File: config.mk
export PLATFORM = sky130hd
export DESIGN_NAME = hbword_pack_flat
export DESIGN_NICKNAME = d
export VERILOG_FILES = /design/src/rtl/hbword_pack_if.sv /design/src/rtl/hbword_pack.sv /design/src/flat_wrapper.sv
export SDC_FILE = /design/constraint.sdc
export NUM_CORES = 1
export LEC_CHECK = 0
export ABC_AREA = 1
export BUFFER_PORTS_ARGS = -buffer_cell sky130_fd_sc_hd__buf_2
export CORE_MARGIN = 2
export CORE_UTILIZATION = 59
export CTS_BUF_LIST = sky130_fd_sc_hd__clkbuf_16
export CTS_CLUSTER_SIZE = 10
export DETAILED_ROUTE_END_ITERATION = 16
export HOLD_SLACK_MARGIN = 0.02
export PLACE_DENSITY = 0.83
export SLEW_MARGIN = 10
export SYNTH_ARGS = -nofsm -noshare
export SYNTH_HDL_FRONTEND = slang
export SYNTH_SLANG_ARGS = --single-unit
File: constraint.sdc
create_clock -name i_clk -period 2.22 [get_ports i_clk]
set_input_delay 0.111 -clock i_clk [delete_from_list [all_inputs] [get_ports i_clk]]
set_output_delay 0.111 -clock i_clk [all_outputs]
set_load 0.005 [all_outputs]
File: src/rtl/hbword_pack_if.sv
// Handshake bundle for hbword_pack: decoded hex-code input plus packed-word output.
// "master" is the code source / word sink; "slave" is the packer.
interface hbword_pack_if #(
  parameter int DW = 32,
  parameter int CW = 2
);
  logic              i_stb;
  logic [4:0]        i_bits;
  logic              o_busy;
  logic              o_stb;
  logic [CW+DW-1:0]  o_word;
  logic              i_busy;
  logic              dbg_state;

  modport master (
    output i_stb, i_bits, i_busy,
    input  o_busy, o_stb, o_word, dbg_state
  );

  modport slave (
    input  i_stb, i_bits, i_busy,
    output o_busy, o_stb, o_word, dbg_state
  );
endinterface

File: src/rtl/hbword_pack.sv
// Packs a stream of 5-bit hex codes (nibbles, Start, Flush) into {cmd, data} words
// and presents each word on a strobe/busy handshake toward the hexbus master.
module hbword_pack #(
  parameter int DW = 32,
  parameter int CW = 2
) (
  input logic         i_clk,
  input logic         i_reset,
  hbword_pack_if.slave bus
);
  localparam int NN    = DW / 4;
  localparam int CNT_W = $clog2(NN + 1);

  typedef enum logic { IDLE = 1'b0, COLLECT = 1'b1 } state_t;

  // Handshake: a code transfers on i_stb && !o_busy; a word transfers on
  // o_stb && !i_busy. o_stb/o_word hold while stalled; o_busy stalls input then.
  state_t            state, state_nxt;
  logic              o_stb_q;
  logic [CW+DW-1:0]  o_word_q;
  logic [CW-1:0]     p_cmd;
  logic [DW-1:0]     p_data;
  logic [CNT_W-1:0]  p_cnt;

  logic accept, is_nib, is_start, is_flush;
  logic emit, load_start, shift_nib;

  assign bus.o_busy    = o_stb_q && bus.i_busy;
  assign bus.o_stb     = o_stb_q;
  assign bus.o_word    = o_word_q;
  assign bus.dbg_state = state;

  assign accept   = bus.i_stb && !bus.o_busy;
  assign is_nib   = !bus.i_bits[4];
  assign is_start = bus.i_bits[4] && !bus.i_bits[3];
  assign is_flush = bus.i_bits[4] && bus.i_bits[3];

  always_ff @(posedge i_clk) begin
    if (i_reset) state <= IDLE;
    else         state <= state_nxt;
  end

  always_comb begin
    state_nxt = state;
    if (accept && is_start)      state_nxt = COLLECT;
    else if (accept && is_flush) state_nxt = IDLE;
  end

  always_comb begin
    emit       = 1'b0;
    load_start = 1'b0;
    shift_nib  = 1'b0;
    if (accept) begin
      load_start = is_start;
      shift_nib  = is_nib && (state == COLLECT);
      emit       = (is_start || is_flush) && (state == COLLECT);
    end
  end

  always_ff @(posedge i_clk) begin
    if (i_reset) begin
      p_cmd  <= '0;
      p_data <= '0;
      p_cnt  <= '0;
    end else if (load_start) begin
      p_cmd  <= bus.i_bits[CW-1:0];
      p_data <= '0;
      p_cnt  <= '0;
    end else if (shift_nib) begin
      // Overflow keeps shifting so the most recent NN nibbles survive.
      p_data <= (p_data << 4) | DW'(bus.i_bits[3:0]);
      if (p_cnt != CNT_W'(NN)) p_cnt <= p_cnt + CNT_W'(1);
    end
  end

  always_ff @(posedge i_clk) begin
    if (i_reset) begin
      o_stb_q  <= 1'b0;
      o_word_q <= '0;
    end else if (emit) begin
      o_stb_q  <= 1'b1;
      o_word_q <= {p_cmd, p_data};
    end else if (o_stb_q && !bus.i_busy) begin
      o_stb_q  <= 1'b0;
    end
  end
endmodule

File: src/flat_wrapper.sv
// flat-port wrapper written by rule: the top's interface ports become plain ports
module hbword_pack_flat 
#(
  parameter int DW = 32,
  parameter int CW = 2
)
  (i_clk, i_reset, bus_i_stb, bus_i_bits, bus_i_busy, bus_o_busy, bus_o_stb, bus_o_word, bus_dbg_state);
  hbword_pack_if #(.DW(DW), .CW(CW)) bus_i ();
  input logic i_clk;
  input logic i_reset;
  input wire logic [$bits(bus_i.i_stb)-1:0] bus_i_stb;
  input wire logic [$bits(bus_i.i_bits)-1:0] bus_i_bits;
  input wire logic [$bits(bus_i.i_busy)-1:0] bus_i_busy;
  output wire logic [$bits(bus_i.o_busy)-1:0] bus_o_busy;
  output wire logic [$bits(bus_i.o_stb)-1:0] bus_o_stb;
  output wire logic [$bits(bus_i.o_word)-1:0] bus_o_word;
  output wire logic [$bits(bus_i.dbg_state)-1:0] bus_dbg_state;
  assign bus_i.i_stb = bus_i_stb;
  assign bus_i.i_bits = bus_i_bits;
  assign bus_i.i_busy = bus_i_busy;
  assign bus_o_busy = bus_i.o_busy;
  assign bus_o_stb = bus_i.o_stb;
  assign bus_o_word = bus_i.o_word;
  assign bus_dbg_state = bus_i.dbg_state;
  hbword_pack #(.DW(DW), .CW(CW)) u_core (.i_clk(i_clk), .i_reset(i_reset), .bus(bus_i));
endmodule
==> flow_metrics.py <==
metrics = {
    "outcome": {
        "outcome": "complete, no violations",
    },
    "worst_setup_path": {
        "worst_setup_path_start_kind": "flop",
        "regToRegEndpoint": "u_core.p_data[10]",
        "startpoint": "u_core.bus.o_stb",
        "cp.required_ns": 2.48,
        "cp_max_fo": 32,
        "r2r_setup_slack_ns": 0.73,
        "timing_worst_setup_path_type": "reg -> reg",
        "reg2regPathDepth": 6,
        "r2r_start": "u_core.bus.o_stb",
        "worst_ep_arrival_time_ns": 1.74,
        "worstSetupEndpointType": "flop",
        "endpoint": "u_core.p_data[10]",
    },
    "cells_and_area": {
        "drive_above_1_share_pct": 13.64,
        "multiInputGateArea_um2": 1119,
        "finalCoreUtilization_pct": 70.62,
        "final_cell_area_um2": 3269,
        "n_fill_cell": 410,
        "seqCellArea_um2": 1401,
        "num-nets-final": 467,
        "area_growth_pct": 17.07,
        "diodes": 0,
    },
    "clocking": {
        "post_cts_buffers": 0,
        "cts_sinks": 70,
        "ctsHtreeMaxLevel": 3,
        "root_buffer": "clkbuf_16",
        "cts_buffers": 9,
        "cts_resized": 0,
        "path_clk_slew_ns": 0.05,
        "clkLatencyLatePin_ns": 0.32,
        "cts_tree": "yes",
        "ctsLongestPathBuffers": 2,
        "holdBufCountCts": 0,
    },
    "timing": {
        "rsz0062_at_grt": "no",
        "fin_worst_skew_ns": 0.003880,
        "fmaxAchievable_ghz": 0.6722,
        "slew_headroom_pct": 54.45,
        "worst_slew_pin_slew_ns": 0.6817,
        "finalSetupTns_ns": 0,
        "setup_slack_ns": 0.7323,
        "slew_violations": 0,
        "period_minus_slack_ns": 1.488,
        "timing.final.crit_share_pct": 67.01,
        "hold_violations": 0,
        "setup_violations": 0,
    },
    "die": {
        "die_x_um": 72.80,
        "std_cell_rows": 25,
        "ioPinCount": 46,
        "start_util_pct": 60.32,
        "die_y_um": 72.80,
        "coreArea_um2": 4629,
        "die-area_um2": 5300,
    },
    "drt": {
        "drtPass1Iterations": 5,
        "drcViolationCount": 0,
        "totalWireLength_mm": 5.159,
        "wl_per_cell_um": 9.998,
        "ant_nets": 0,
        "vias": 2404,
        "drtIter0Drc": 162,
        "viasPerCell": 4.659,
    },
    "global_routing": {
        "track_usage_pct": 21.20,
        "antenna_found_initial": 0,
        "grt.overflow.total": 0,
        "grt_max_degree": 66,
        "grt_pass1_wl_mm": 8.680,
        "grt_pass1_vias": 2066,
    },
    "synthesis": {
        "synth_cell_types": 13,
        "syn_nets": 428,
        "yosysSeqAreaShare_pct": 50.18,
        "syn_area_per_cell_um2": 6.665,
        "synth_seq_cells": 70,
        "syn_area_um2": 2793,
        "ys.warnings.count": 0,
        "synth_cells": 419,
    },
    "placed_design": {
        "pre_cts_slack_ns": 0.7511,
        "globalplace.congestion": 0.8004,
        "io_buffer_count": 45,
        "placed_area_um2": 3022,
        "dp_hpwl_mm": 3.373,
    },
    "worst_hold_path": {
        "hold_class": "in -> reg",
    },
    "pwr": {
        "pwr_density_cell_nw_per_um2": 818.5,
        "ir_drop_uv": 485.3,
        "leakage_nw": 1.492,
    },
    "run": {
        "maxCapViolations": 0,
    },
}
[cell families after synthesis]
family | Yosys count | synth area share [%]
buffers and inverters | 63 | 9.767
AOI/OAI and AO/OA | 1 | 0.1790
DFF | 70 | 50.18
and+or+nand+nor | 285 | 39.87
[synthesized netlist by cell type (all sizes together)]
cell	count	area share, %
nand4	1	0.22
o21ai	1	0.18
buf	20	4.0
nand3	1	0.18
nand2	143	20
dfxtp	70	50
nor2	140	20
inv	43	5.8
[flip-flops by register name, summed over array words and instances, names as in the netlist]
name,cells
u_core.bus.dbg_state,1
u_core.bus.o_stb,1
u_core.bus.o_word,34
u_core.p_cmd,2
u_core.p_data,32
[area by class of cell]
type	instances	area share [%]
Tap cell	54	2.067
Timing Repair Buffer	48	8.343
Sequential cell	70	42.86
Multi-Input combinational cell	286	34.21
Clock inverter	6	0.6889
Clock buffer	9	6.889
Inverter	43	4.937
[critical path, cell delays in order, from the launching register on]
cell and delay, ns:
dfxtp_1 0.33, nand2_2 0.09, nand2_4 0.13, nor2_4 0.07, nor2_4 0.53, nand2_1 0.13, nor2_1 0.13
[worst min-delay path by stage]
stage,to,startpoint,depth (start not counted)
after global routing,u_core.p_data[2],bus_i_bits[2],5
final,u_core.p_data[2],bus_i_bits[2],5
after CTS,u_core.p_data[2],bus_i_bits[2],5
after floorplan,u_core.p_data[0],i_reset,3
after global placement,u_core.p_data[2],bus_i_bits[2],5
after detailed placement,u_core.p_data[2],bus_i_bits[2],5
[layout by cell type (no fill, tap or decap)]
| cell | Yosys | layout |
|---|---|---|
| dfxtp_1 | 70 | 70 |
| inv_1 | 43 | 45 |
| clkinv_1 | 0 | 4 |
| nand2_1 | 141 | 141 |
| nor2_1 | 136 | 136 |
| nand2_4 | 1 | 1 |
| o21ai_0 | 1 | 1 |
| nand2_2 | 1 | 1 |
| nand3_1 | 1 | 1 |
| clkbuf_16 | 0 | 9 |
| nand4_1 | 1 | 1 |
| buf_2 | 17 | 45 |
| buf_12 | 0 | 2 |
| nor2_4 | 4 | 4 |
| buf_4 | 0 | 1 |
[routing by layer]
layer | vias to the layer above | part of all wire [%] | global-route usage, %
li1 | 1286 | - | -
met1 | 1058 | 45 | 24.82
met5 | - | 0 | 0
met3 | 8 | 4.7 | 6.630
met4 | 0 | 1.5 | 8.025
met2 | 52 | 49 | 36.26
[through the flow]
stage	std cells	hold WS, ns	power [mW]
global route	516	0.1389	2.773
floorplan	419	0.2563	1.452
CTS	516	0.08658	2.683
detailed placement	501	0.4186	1.498
finish	516	0.08393	2.676
global placement	501	0.4113	1.492
[power by group]
group / switching [mW] / internal [mW] / leakage, nW
Clock: 0.480 / 0.724 / 0.128
Sequential: 0.0143 / 1.29 / 0.566
Combinational: 0.106 / 0.0639 / 0.798
Total: 0.600 / 2.08 / 1.49
Note: power is estimated with default switching activity, not from simulation.
